**src/rtl/tlb_pkg.sv**
```systemverilog
// Shared definitions for the CP0 TLB maintenance sequencer: op encodings,
// the 86-bit TLB entry layout and the CP0 <-> entry conversion helpers.
package tlb_pkg;

    localparam int TLB_ENTRIES_DEF = 16;
    localparam int TLB_WIDTH_DEF   = 4;
    localparam int ENTRY_W         = 86;

    // Entry field positions
    localparam int ASID_HI = 85;
    localparam int ASID_LO = 78;
    localparam int G_BIT   = 77;
    localparam int VPN2_HI = 70;
    localparam int VPN2_LO = 52;
    localparam int ODD_HI  = 51;   // {PFN1,C1,D1,V1}
    localparam int ODD_LO  = 27;
    localparam int EVEN_HI = 25;   // {PFN0,C0,D0,V0}
    localparam int EVEN_LO = 1;

    typedef enum logic [1:0] {
        OP_TLBR  = 2'd0,
        OP_TLBWI = 2'd1,
        OP_TLBWR = 2'd2,
        OP_TLBP  = 2'd3
    } tlb_op_e;

    typedef struct packed {
        logic [31:0] hi;
        logic [31:0] lo0;
        logic [31:0] lo1;
    } tlb_cp0_t;

    // CP0 EntryHi/EntryLo0/EntryLo1 -> TLB entry; G is the AND of both pages.
    function automatic logic [ENTRY_W-1:0] pack_entry(input logic [31:0] hi,
                                                      input logic [31:0] lo0,
                                                      input logic [31:0] lo1);
        logic [ENTRY_W-1:0] e;
        e                  = {ENTRY_W{1'b0}};
        e[ASID_HI:ASID_LO] = hi[7:0];
        e[G_BIT]           = lo0[0] & lo1[0];
        e[VPN2_HI:VPN2_LO] = hi[31:13];
        e[ODD_HI:ODD_LO]   = lo1[25:1];
        e[EVEN_HI:EVEN_LO] = lo0[25:1];
        return e;
    endfunction

    // TLB entry -> CP0 EntryHi/EntryLo0/EntryLo1; G is replicated into both.
    function automatic tlb_cp0_t unpack_entry(input logic [ENTRY_W-1:0] e);
        tlb_cp0_t r;
        r.hi  = {e[VPN2_HI:VPN2_LO], 5'b00000, e[ASID_HI:ASID_LO]};
        r.lo0 = {6'b000000, e[EVEN_HI:EVEN_LO], e[G_BIT]};
        r.lo1 = {6'b000000, e[ODD_HI:ODD_LO], e[G_BIT]};
        return r;
    endfunction

endpackage

```
**src/rtl/tlb_random.sv**
```systemverilog
// CP0 Random register: free-running down-counter that wraps from Wired
// back to the top entry, and restarts at the top whenever Wired is written.
module tlb_random
    import tlb_pkg::*;
#(
    parameter int TLB_ENTRIES = TLB_ENTRIES_DEF,
    parameter int TLB_WIDTH   = TLB_WIDTH_DEF
) (
    input  logic                 clk,
    input  logic                 rst,
    input  logic [31:0]          wired,
    input  logic                 wired_we,
    output logic [TLB_WIDTH-1:0] random
);

    localparam logic [TLB_WIDTH-1:0] RAND_TOP = TLB_WIDTH'(TLB_ENTRIES - 1);

    logic [TLB_WIDTH-1:0] wired_eff_s;
    logic [TLB_WIDTH-1:0] random_d;
    logic [TLB_WIDTH-1:0] random_q;

    // Clamp out-of-range Wired values to the last entry, then pick the next count.
    always_comb begin
        wired_eff_s = RAND_TOP;
        random_d    = random_q;
        if (wired >= 32'(TLB_ENTRIES)) begin
            wired_eff_s = RAND_TOP;
        end else begin
            wired_eff_s = wired[TLB_WIDTH-1:0];
        end
        if (wired_we) begin
            random_d = RAND_TOP;
        end else if (random_q == wired_eff_s) begin
            random_d = RAND_TOP;
        end else begin
            random_d = random_q - {{(TLB_WIDTH-1){1'b0}}, 1'b1};
        end
    end

    // Random state register.
    always_ff @(posedge clk) begin
        if (rst) begin
            random_q <= RAND_TOP;
        end else begin
            random_q <= random_d;
        end
    end

    assign random = random_q;

endmodule

```
**src/rtl/tlb_op_ctrl.sv**
```systemverilog
// TLBR/TLBWI/TLBWR/TLBP sequencer between CP0 and the TLB array.
// IDLE latches the op, EXEC arms the array strobe (visible while in WB),
// WB captures the probe/read result (write-back visible back in IDLE).
module tlb_op_ctrl
    import tlb_pkg::*;
#(
    parameter int TLB_ENTRIES = TLB_ENTRIES_DEF,
    parameter int TLB_WIDTH   = TLB_WIDTH_DEF
) (
    input  logic                 clk,
    input  logic                 rst,
    input  logic                 op_valid,
    input  logic [1:0]           op_type,
    output logic                 op_ready,
    output logic                 op_done,
    input  logic [31:0]          cp0_entryhi,
    input  logic [31:0]          cp0_entrylo0,
    input  logic [31:0]          cp0_entrylo1,
    input  logic [31:0]          cp0_index,
    input  logic [31:0]          cp0_wired,
    input  logic                 cp0_wired_we,
    output logic [31:0]          random_o,
    output logic [85:0]          tlb_config,
    output logic [TLB_WIDTH-1:0] tlb_config_index,
    output logic                 tlb_we,
    output logic                 tlb_p,
    input  logic [31:0]          tlb_p_res,
    output logic [TLB_WIDTH-1:0] tlb_rd_index,
    input  logic [85:0]          tlb_rd_entry,
    output logic                 index_we,
    output logic [31:0]          index_wdata,
    output logic                 entry_we,
    output logic [31:0]          entryhi_wdata,
    output logic [31:0]          entrylo0_wdata,
    output logic [31:0]          entrylo1_wdata
);

    typedef enum logic [1:0] {
        ST_IDLE = 2'd0,
        ST_EXEC = 2'd1,
        ST_WB   = 2'd2
    } state_e;

    state_e               state_d, state_q;
    tlb_op_e              op_d, op_q;
    logic [85:0]          config_d, config_q;
    logic [TLB_WIDTH-1:0] index_d, index_q;
    logic                 op_ready_d, op_ready_q;
    logic                 op_done_d, op_done_q;
    logic                 tlb_we_d, tlb_we_q;
    logic                 tlb_p_d, tlb_p_q;
    logic                 index_we_d, index_we_q;
    logic                 entry_we_d, entry_we_q;
    logic [31:0]          index_wdata_d, index_wdata_q;
    logic [31:0]          entryhi_wdata_d, entryhi_wdata_q;
    logic [31:0]          entrylo0_wdata_d, entrylo0_wdata_q;
    logic [31:0]          entrylo1_wdata_d, entrylo1_wdata_q;

    logic [TLB_WIDTH-1:0] random_s;
    tlb_cp0_t             rd_unpacked_s;
    logic                 probe_miss_s;
    logic                 unused_ok_s;

    tlb_random #(
        .TLB_ENTRIES (TLB_ENTRIES),
        .TLB_WIDTH   (TLB_WIDTH)
    ) u_random (
        .clk      (clk),
        .rst      (rst),
        .wired    (cp0_wired),
        .wired_we (cp0_wired_we),
        .random   (random_s)
    );

    assign rd_unpacked_s = unpack_entry(tlb_rd_entry);
    assign probe_miss_s  = tlb_p_res[31];
    assign unused_ok_s   = ^{cp0_index[31:TLB_WIDTH], tlb_p_res[30:TLB_WIDTH]};

    // Next-state and next-output logic; everything holds unless the state says otherwise.
    always_comb begin
        state_d          = state_q;
        op_d             = op_q;
        config_d         = config_q;
        index_d          = index_q;
        op_ready_d       = 1'b0;
        op_done_d        = 1'b0;
        tlb_we_d         = 1'b0;
        tlb_p_d          = 1'b0;
        index_we_d       = 1'b0;
        entry_we_d       = 1'b0;
        index_wdata_d    = index_wdata_q;
        entryhi_wdata_d  = entryhi_wdata_q;
        entrylo0_wdata_d = entrylo0_wdata_q;
        entrylo1_wdata_d = entrylo1_wdata_q;
        case (state_q)
            ST_IDLE: begin
                if (op_valid) begin
                    op_d     = tlb_op_e'(op_type);
                    config_d = pack_entry(cp0_entryhi, cp0_entrylo0, cp0_entrylo1);
                    if (tlb_op_e'(op_type) == OP_TLBWR) begin
                        index_d = random_s;
                    end else begin
                        index_d = cp0_index[TLB_WIDTH-1:0];
                    end
                    state_d    = ST_EXEC;
                    op_ready_d = 1'b0;
                end else begin
                    state_d    = ST_IDLE;
                    op_ready_d = 1'b1;
                end
            end
            ST_EXEC: begin
                tlb_we_d = (op_q == OP_TLBWI) || (op_q == OP_TLBWR);
                tlb_p_d  = (op_q == OP_TLBP);
                state_d  = ST_WB;
            end
            ST_WB: begin
                op_done_d  = 1'b1;
                op_ready_d = 1'b1;
                state_d    = ST_IDLE;
                if (op_q == OP_TLBP) begin
                    index_we_d = 1'b1;
                    if (probe_miss_s) begin
                        index_wdata_d = {1'b1, 31'd0};
                    end else begin
                        index_wdata_d = {1'b0, {(31-TLB_WIDTH){1'b0}}, tlb_p_res[TLB_WIDTH-1:0]};
                    end
                end else if (op_q == OP_TLBR) begin
                    entry_we_d       = 1'b1;
                    entryhi_wdata_d  = rd_unpacked_s.hi;
                    entrylo0_wdata_d = rd_unpacked_s.lo0;
                    entrylo1_wdata_d = rd_unpacked_s.lo1;
                end else begin
                    index_we_d = 1'b0;
                    entry_we_d = 1'b0;
                end
            end
            default: begin
                state_d    = ST_IDLE;
                op_ready_d = 1'b1;
            end
        endcase
    end

    // State, latched request and registered outputs; reset drops any op in flight.
    always_ff @(posedge clk) begin
        if (rst) begin
            state_q          <= ST_IDLE;
            op_q             <= OP_TLBR;
            config_q         <= 86'd0;
            index_q          <= {TLB_WIDTH{1'b0}};
            op_ready_q       <= 1'b1;
            op_done_q        <= 1'b0;
            tlb_we_q         <= 1'b0;
            tlb_p_q          <= 1'b0;
            index_we_q       <= 1'b0;
            entry_we_q       <= 1'b0;
            index_wdata_q    <= 32'd0;
            entryhi_wdata_q  <= 32'd0;
            entrylo0_wdata_q <= 32'd0;
            entrylo1_wdata_q <= 32'd0;
        end else begin
            state_q          <= state_d;
            op_q             <= op_d;
            config_q         <= config_d;
            index_q          <= index_d;
            op_ready_q       <= op_ready_d;
            op_done_q        <= op_done_d;
            tlb_we_q         <= tlb_we_d;
            tlb_p_q          <= tlb_p_d;
            index_we_q       <= index_we_d;
            entry_we_q       <= entry_we_d;
            index_wdata_q    <= index_wdata_d;
            entryhi_wdata_q  <= entryhi_wdata_d;
            entrylo0_wdata_q <= entrylo0_wdata_d;
            entrylo1_wdata_q <= entrylo1_wdata_d;
        end
    end

    assign op_ready         = op_ready_q;
    assign op_done          = op_done_q;
    assign random_o         = {{(32-TLB_WIDTH){1'b0}}, random_s};
    assign tlb_config       = config_q;
    assign tlb_config_index = index_q;
    assign tlb_rd_index     = index_q;
    assign tlb_we           = tlb_we_q;
    assign tlb_p            = tlb_p_q;
    assign index_we         = index_we_q;
    assign index_wdata      = index_wdata_q;
    assign entry_we         = entry_we_q;
    assign entryhi_wdata    = entryhi_wdata_q;
    assign entrylo0_wdata   = entrylo0_wdata_q;
    assign entrylo1_wdata   = entrylo1_wdata_q;

endmodule

```
**config.mk**
```make
export PLATFORM = sky130hd
export DESIGN_NAME = tlb_op_ctrl
export DESIGN_NICKNAME = d
export VERILOG_FILES = /design/src/rtl/tlb_pkg.sv /design/src/rtl/tlb_random.sv /design/src/rtl/tlb_op_ctrl.sv
export SDC_FILE = /design/constraint.sdc
export NUM_CORES = 1
export LEC_CHECK = 0
export BUFFER_PORTS_ARGS = -buffer_cell sky130_fd_sc_hd__buf_2
export CAP_MARGIN = 40
export CORE_AREA = 10 10 205 207
export DETAILED_ROUTE_END_ITERATION = 12
export DIE_AREA = 0 0 215 217
export PLACE_DENSITY = 0.45
export SYNTH_ARGS = -nofsm -noshare
export SYNTH_HDL_FRONTEND = slang
export SYNTH_HIERARCHICAL = 1
export SYNTH_SLANG_ARGS = --single-unit
```
**constraint.sdc**
```tcl
create_clock -name clk -period 2.87 [get_ports clk]
set_input_delay 0.574 -clock clk [delete_from_list [all_inputs] [get_ports clk]]
set_output_delay 0.574 -clock clk [all_outputs]
set_load 0.05 [all_outputs]
```
==> results of run 1 <==
## stage by stage
step | hold WS [ps] | cells | total power [uW]
finish | 362 | 1758 | 6130
global route | 327 | 1758 | 6450
CTS | 319 | 1757 | 6270
detailed placement | 443 | 1725 | 3900
global placement | 437 | 1724 | 3890
floorplan | 453 | 958 | 3640
## power by group
group / internal [uW] / switching [uW] / total (uW) / leakage (uW)
combinational: 269 / 918 / 1190 / 0.00276
sequential: 2590 / 52.2 / 2640 / 0.00146
clock: 1220 / 1070 / 2300 / 0.000257
total: 4080 / 2040 / 6130 / 0.00448
## cells by family (layout without fill, tap and decap cells)
kind of cell	after synthesis	count (layout)
DFF	179	179
and+or+nand+nor	366	366
AOI/OAI and AO/OA	176	176
adders and majority gates	3	3
muxes	4	4
buffers and inverters	146	427
other	1	81
xor gates and xnor gates	4	4
## metal layers
metal  part of all wire, %  GRT usage [%]
met1                    42           12.8
met2                    48           18.1
met3                   9.7           5.59
met5                  0.14              0
met4                  0.94           3.07
## state kept, by name, indices dropped and copies added, names as in the netlist, 2 cells and up
name / cells
entryhi_wdata: 27
entrylo0_wdata: 25
entrylo1_wdata: 26
index_wdata: 5
op_q: 2
state_q: 2
tlb_config: 78
tlb_config_index: 4
u_random/random: 4
## layout make-up
cell class	instances	share of cell area, %
Clock buffer	21	4.64
Clock inverter	11	1.07
Timing Repair Buffer	391	21.1
Inverter	4	0.155
Antenna cell	1	0.0258
Tap cell	518	6.67
Multi-Input combinational cell	633	29.4
Sequential cell	179	36.9
## cells in the mapped netlist, drive strengths merged (3+ instances only)
master / instances
ha: 3
inv: 4
o211ai: 4
nor2: 9
clkbuf: 23
a21oi: 163
nand2: 321
dfxtp: 179
nor3: 3
nand3b: 5
a211oi: 4
buf: 119
mux2i: 4
nor4: 7
nand4: 3
## path summary, 6_finish.rpt
| check | end | slack (ps) | cells past startpoint |
|---|---|---|---|
| hold / removal | entryhi_wdata[19] | 360 | 3 |
| setup reg to reg | entryhi_wdata[24] | 860 | 5 |
| hold reg to reg | entryhi_wdata[20] | 450 | 2 |
| setup / recovery | entryhi_wdata[24] | 860 | 5 |
## critical path: stages (launching register included)
cell      delay [ps]
dfxtp_1          330
ha_1             270
and4bb_4         700
buf_4            400
nand2_1          100
a21oi_1          130
==> results.sh, run 1 <==
export IMPL_maxSlewHeadroom_pct=61.6
export IMPL_antenna_found_initial=4
export IMPL_synth_compound_gate_area_share_pct=12.9
export IMPL_status="complete, no violations"
export IMPL_crit_start="op_q[0]"
export IMPL_power_density_nw_per_um2=631
export IMPL_ys_types=39
export IMPL_cp_arrival_ps=2380
export IMPL_place_hpwl_mm=20.2
export IMPL_rsz0062_at_grt="false"
export IMPL_gp_congestion=0.775
export IMPL_grt_remaining_overflow=0
export IMPL_cts_buffers=17
export IMPL_path_max_fanout=35
export IMPL_grt_pass1_wl_mm=40.9
export IMPL_hold_path_class="in2reg"
export IMPL_yosys_area_top_type="dfxtp_1"
export IMPL_die_area_um2=46700
export IMPL_synth_simple_area_share_pct=21.4
export IMPL_critPathLaunchType="register"
export IMPL_portBuffers=383
export IMPL_mostFrequentLayoutCell="buf_2"
export IMPL_async_flop_share_pct=0
export IMPL_skew_ps=9.26
export IMPL_critPathKind="reg2reg"
export IMPL_cts_buffer_depth=2
export IMPL_finalSetupTns_ps=0
export IMPL_synthAdderAreaFrac_pct=0.532
export IMPL_drtPass1Iterations=4
export IMPL_fmax_mhz=496
export IMPL_synth_edf_count=0
export IMPL_final_antenna_net_count=0
export IMPL_area_growth_syn_to_layout_pct=37.7
export IMPL_tightest_slew_ps=572
export IMPL_irDropWorstVdd_mv=0.398
export IMPL_drive_gt1_share_pct=34.4
export IMPL_end_kind="register"
export IMPL_drt_iter0_markers=338
export IMPL_cap_viol_max_count=0
export IMPL_dp_slack_ps=468
export IMPL_core_rowCount=72
export IMPL_min_from="tlb_rd_entry[58]"
export IMPL_grt_start_max_net_pins=89
export IMPL_ys_seq_area_share_pct=50.8
export IMPL_finalNetCount=1513
export IMPL_synthesis_area_um2=7060
export IMPL_ctsResizeCount=0
export IMPL_min_period_over_period_pct=70.2
export IMPL_die_x_um=215
export IMPL_fillerInstances=4312
export IMPL_hold_viol=0
export IMPL_rr_startpoint="op_q[0]"
export IMPL_layout_common_cells="buf_2, nand2_1, dfxtp_1"
export IMPL_grt_use_total_pct=11.2
export IMPL_start_util_pct=18.5
export IMPL_required_ps=3240
export IMPL_setup_viol=0
export IMPL_muxShareOfSynthArea_pct=0.567
export IMPL_syn_inst=879
export IMPL_drc_errors=0
export IMPL_clk_pin_slew_ps=70
export IMPL_grt_pass1_vias=6573
export IMPL_multi_input_area_um2=2860
export IMPL_htree_levels=4
export IMPL_ys_seq_elements=179
export IMPL_p_leak_uw=0.00448
export IMPL_insertion_delay_ps=440
export IMPL_fin_crit_ps=2010
export IMPL_fp_dieH_um=217
export IMPL_synth_avg_cell_area_um2=8.03
export IMPL_fin_util_pct=25.5
export IMPL_vias=6673
export IMPL_ys_warn_count=6
export IMPL_synth_ff_type="dfxtp_1"
export IMPL_ctsHoldBuffers=0
export IMPL_cts_root_buffer="clkbuf_16"
export IMPL_finalMaxSlewViolations=0
export IMPL_tritoncts="yes"
export IMPL_final_area_um2=9720
export IMPL_synth_top_family_by_area="simple AND/OR/NAND/NOR gates"
export IMPL_cts_sinks=179
export IMPL_synth_xor_area_share_pct=0.496
export IMPL_seq_area_um2=3580
export IMPL_post_cts_setup_buffers=0
export IMPL_fin_ws_ps=855
export IMPL_dpl_cell_area_um2=9160
export IMPL_yosys_area_top_type_share_pct=50.8
export IMPL_wl_per_cell_um=15.5
export IMPL_routed_via_density=3.80
export IMPL_coreArea_um2=38100
export IMPL_io_pins=544
export IMPL_wirelength_mm=27.2
export IMPL_synth_area_leaders="dfxtp_1, nand2_1, a21oi_1, buf_4, buf_2"
No activity file was read; power rests on OpenSTA's default activity.
==> inputs of run 2 (changes only) <==
- ABC_AREA: not set -> 1
- CORE_AREA: 10 10 205 207 -> 10 10 206 208
- DIE_AREA: 0 0 215 217 -> 0 0 216 218
- PLACE_DENSITY: 0.45 -> 0.48
- clock period: 2.87 -> 1.75 ns (I/O delays scaled with it)
==> results.sh, run 2 <==
export IMPL_wl_per_cell_um=13.5
export IMPL_ys_warn_count=6
export IMPL_r2r_end="entrylo0_wdata[6]"
export IMPL_cts_sinks=179
export IMPL_grt_pass1_wl_mm=40.8
export IMPL_power_density_nw_per_um2=1040
export IMPL_clk_pin_slew_ps=70
export IMPL_coreArea_um2=38300
export IMPL_ys_seq_area_share_pct=46.5
export IMPL_rr_startpoint="op_q[0]"
export IMPL_vias=7421
export IMPL_cts_buffers=17
export IMPL_worstHoldPathCells=3
export IMPL_finalNetCount=1776
export IMPL_routed_via_density=3.68
export IMPL_synth_most_common_cell="nor2_1"
export IMPL_fmax_mhz=655
export IMPL_synth_avg_cell_area_um2=6.92
export IMPL_critPathKind="reg2reg"
export IMPL_core_rowCount=72
export IMPL_cp_arrival_ps=1860
export IMPL_synth_edf_count=0
export IMPL_status="complete, no violations"
export IMPL_layout_common_cells="buf_2, nor2_1, nand2_1"
export IMPL_drt_iter0_markers=271
export IMPL_start_util_pct=20.1
export IMPL_io_pins=544
export IMPL_fp_dieH_um=218
export IMPL_ys_types=21
export IMPL_setup_viol=0
export IMPL_hold_end="tlb_config[21]"
export IMPL_yosys_area_top_type="dfxtp_1"
export IMPL_die_area_um2=47100
export IMPL_antenna_found_initial=0
export IMPL_syn_inst=1115
export IMPL_hold_viol=0
export IMPL_netlist_top_cells_count="nor2_1, nand2_1, dfxtp_1"
export IMPL_mostFrequentLayoutCell="buf_2"
export IMPL_timing_reg2reg_setup_slack_ps=220
export IMPL_drc_errors=0
export IMPL_final_antenna_net_count=0
export IMPL_async_flop_share_pct=0
export IMPL_gp_congestion=0.754
export IMPL_p_leak_uw=0.00576
export IMPL_hold_path_class="in2reg"
export IMPL_grt_remaining_overflow=0
export IMPL_path_max_fanout=42
export IMPL_cap_viol_max_count=0
export IMPL_grt_use_total_pct=11.0
export IMPL_power_uw=11000
export IMPL_wirelength_mm=27.3
export IMPL_place_hpwl_mm=21.8
export IMPL_synthesis_area_um2=7710
export IMPL_finalMaxSlewViolations=0
export IMPL_diodes=0
export IMPL_synth_area_leaders="dfxtp_1, nor2_1, nand2_1, buf_4, inv_1"
export IMPL_grt_pass1_vias=7280
export IMPL_finalSetupTns_ps=0
export IMPL_rsz0062_at_grt="false"
export IMPL_skew_ps=6.79
export IMPL_drtPass1Iterations=7
export IMPL_irDropWorstVdd_mv=0.682
export IMPL_drive_gt1_share_pct=30.3
export IMPL_reg2reg_depth=9
export IMPL_yosys_area_top_type_share_pct=46.5
export IMPL_cts_buffer_depth=2
export IMPL_largest_register_ffs=78
export IMPL_critPathLaunchType="register"
export IMPL_fin_crit_ps=1530
export IMPL_cts_root_buffer="clkbuf_16"
export IMPL_hold_slack_ps=158
export IMPL_insertion_delay_ps=440
export IMPL_synth_ff_type="dfxtp_1"
export IMPL_min_from="cp0_entrylo0[21]"
export IMPL_end_kind="register"
export IMPL_portBuffers=383
export IMPL_post_cts_setup_buffers=0
export IMPL_ctsHoldBuffers=0
export IMPL_ctsResizeCount=0
export IMPL_area_growth_syn_to_layout_pct=37.8
export IMPL_tritoncts="yes"
export IMPL_ys_seq_elements=179
export IMPL_htree_levels=4
export IMPL_grt_start_max_net_pins=66
export IMPL_required_ps=2090
export IMPL_min_period_over_period_pct=87.2
export IMPL_die_x_um=216
==> run 2: worst max path at each step <==
stage	start	to	slack (ps)	depth (start not counted)
final	op_q[0]	entrylo0_wdata[6]	220	9
after global routing	op_q[0]	entrylo1_wdata[9]	70	9
after CTS	tlb_config[5]	tlb_config[5]	170	1
after detailed placement	cp0_wired[29]	u_random/random[2]	190	13
after global placement	cp0_wired[31]	u_random/random[2]	190	13
after floorplan	u_random/random[0]	u_random/random[2]	390	4
==> run 2: cell type report <==
type,instances,area [um2]
Timing Repair Buffer,413,2280
Fill cell,4319,27700
Sequential cell,179,3580
Tap cell,518,648
Multi-Input combinational cell,760,3060
Clock inverter,11,151
Clock buffer,20,457
Inverter,118,445
==> run 2: layer usage <==
| metal | wire length [um] | global-route usage, % |
|---|---|---|
| met1 | 11500 | 12.2 |
| met2 | 12800 | 18.4 |
| met3 | 2630 | 5.31 |
| met4 | 366 | 3.38 |
| met5 | 0 | 0 |
==> run 2: kinds of logic (layout without fill, tap and decap cells) <==
| family | count (synthesis) | in the layout | share of synthesized area [%] |
|---|---|---|---|
| AOI/OAI and AO/OA | 83 | 83 | 5.42 |
| xor gates and xnor gates | 2 | 2 | 0.227 |
| adders and majority gates | 3 | 3 | 0.487 |
| buffers and inverters | 255 | 562 | 17.8 |
| DFF | 179 | 179 | 46.5 |
| other | 1 | 80 | 0.0486 |
| and+or+nand+nor | 592 | 592 | 29.5 |
==> run 2: worst max-delay path, stage by stage, from the launching register on <==
cell and delay (ps):
dfxtp_1 330, ha_1 210, inv_1 70, nand2_1 90, nor2_4 110, buf_12 200
buf_12 220, nand2_1 70, nand2_1 70, nor2_1 40
==> run 2: where the power goes <==
part           internal [uW]  leakage [uW]  total (uW)  switching, uW
Combinational            621       0.00400        2550           1930
Clock                   2330      0.000285        4050           1730
Sequential              4320       0.00147        4440            125
==> run 2: through the flow <==
step | utilization, % | cells | worst slack [ps] | instance area, um2
2_1_floorplan | - | 1194 | 394 | 8010
3_3_place_gp | 26.2 | 1988 | 190 | 10000
3_5_place_dp | 26.2 | 1988 | 186 | 10000
4_1_cts | 27.8 | 2019 | 167 | 10600
5_1_grt | 27.8 | 2019 | 69.4 | 10600
6_report | 27.8 | 2019 | 224 | 10600
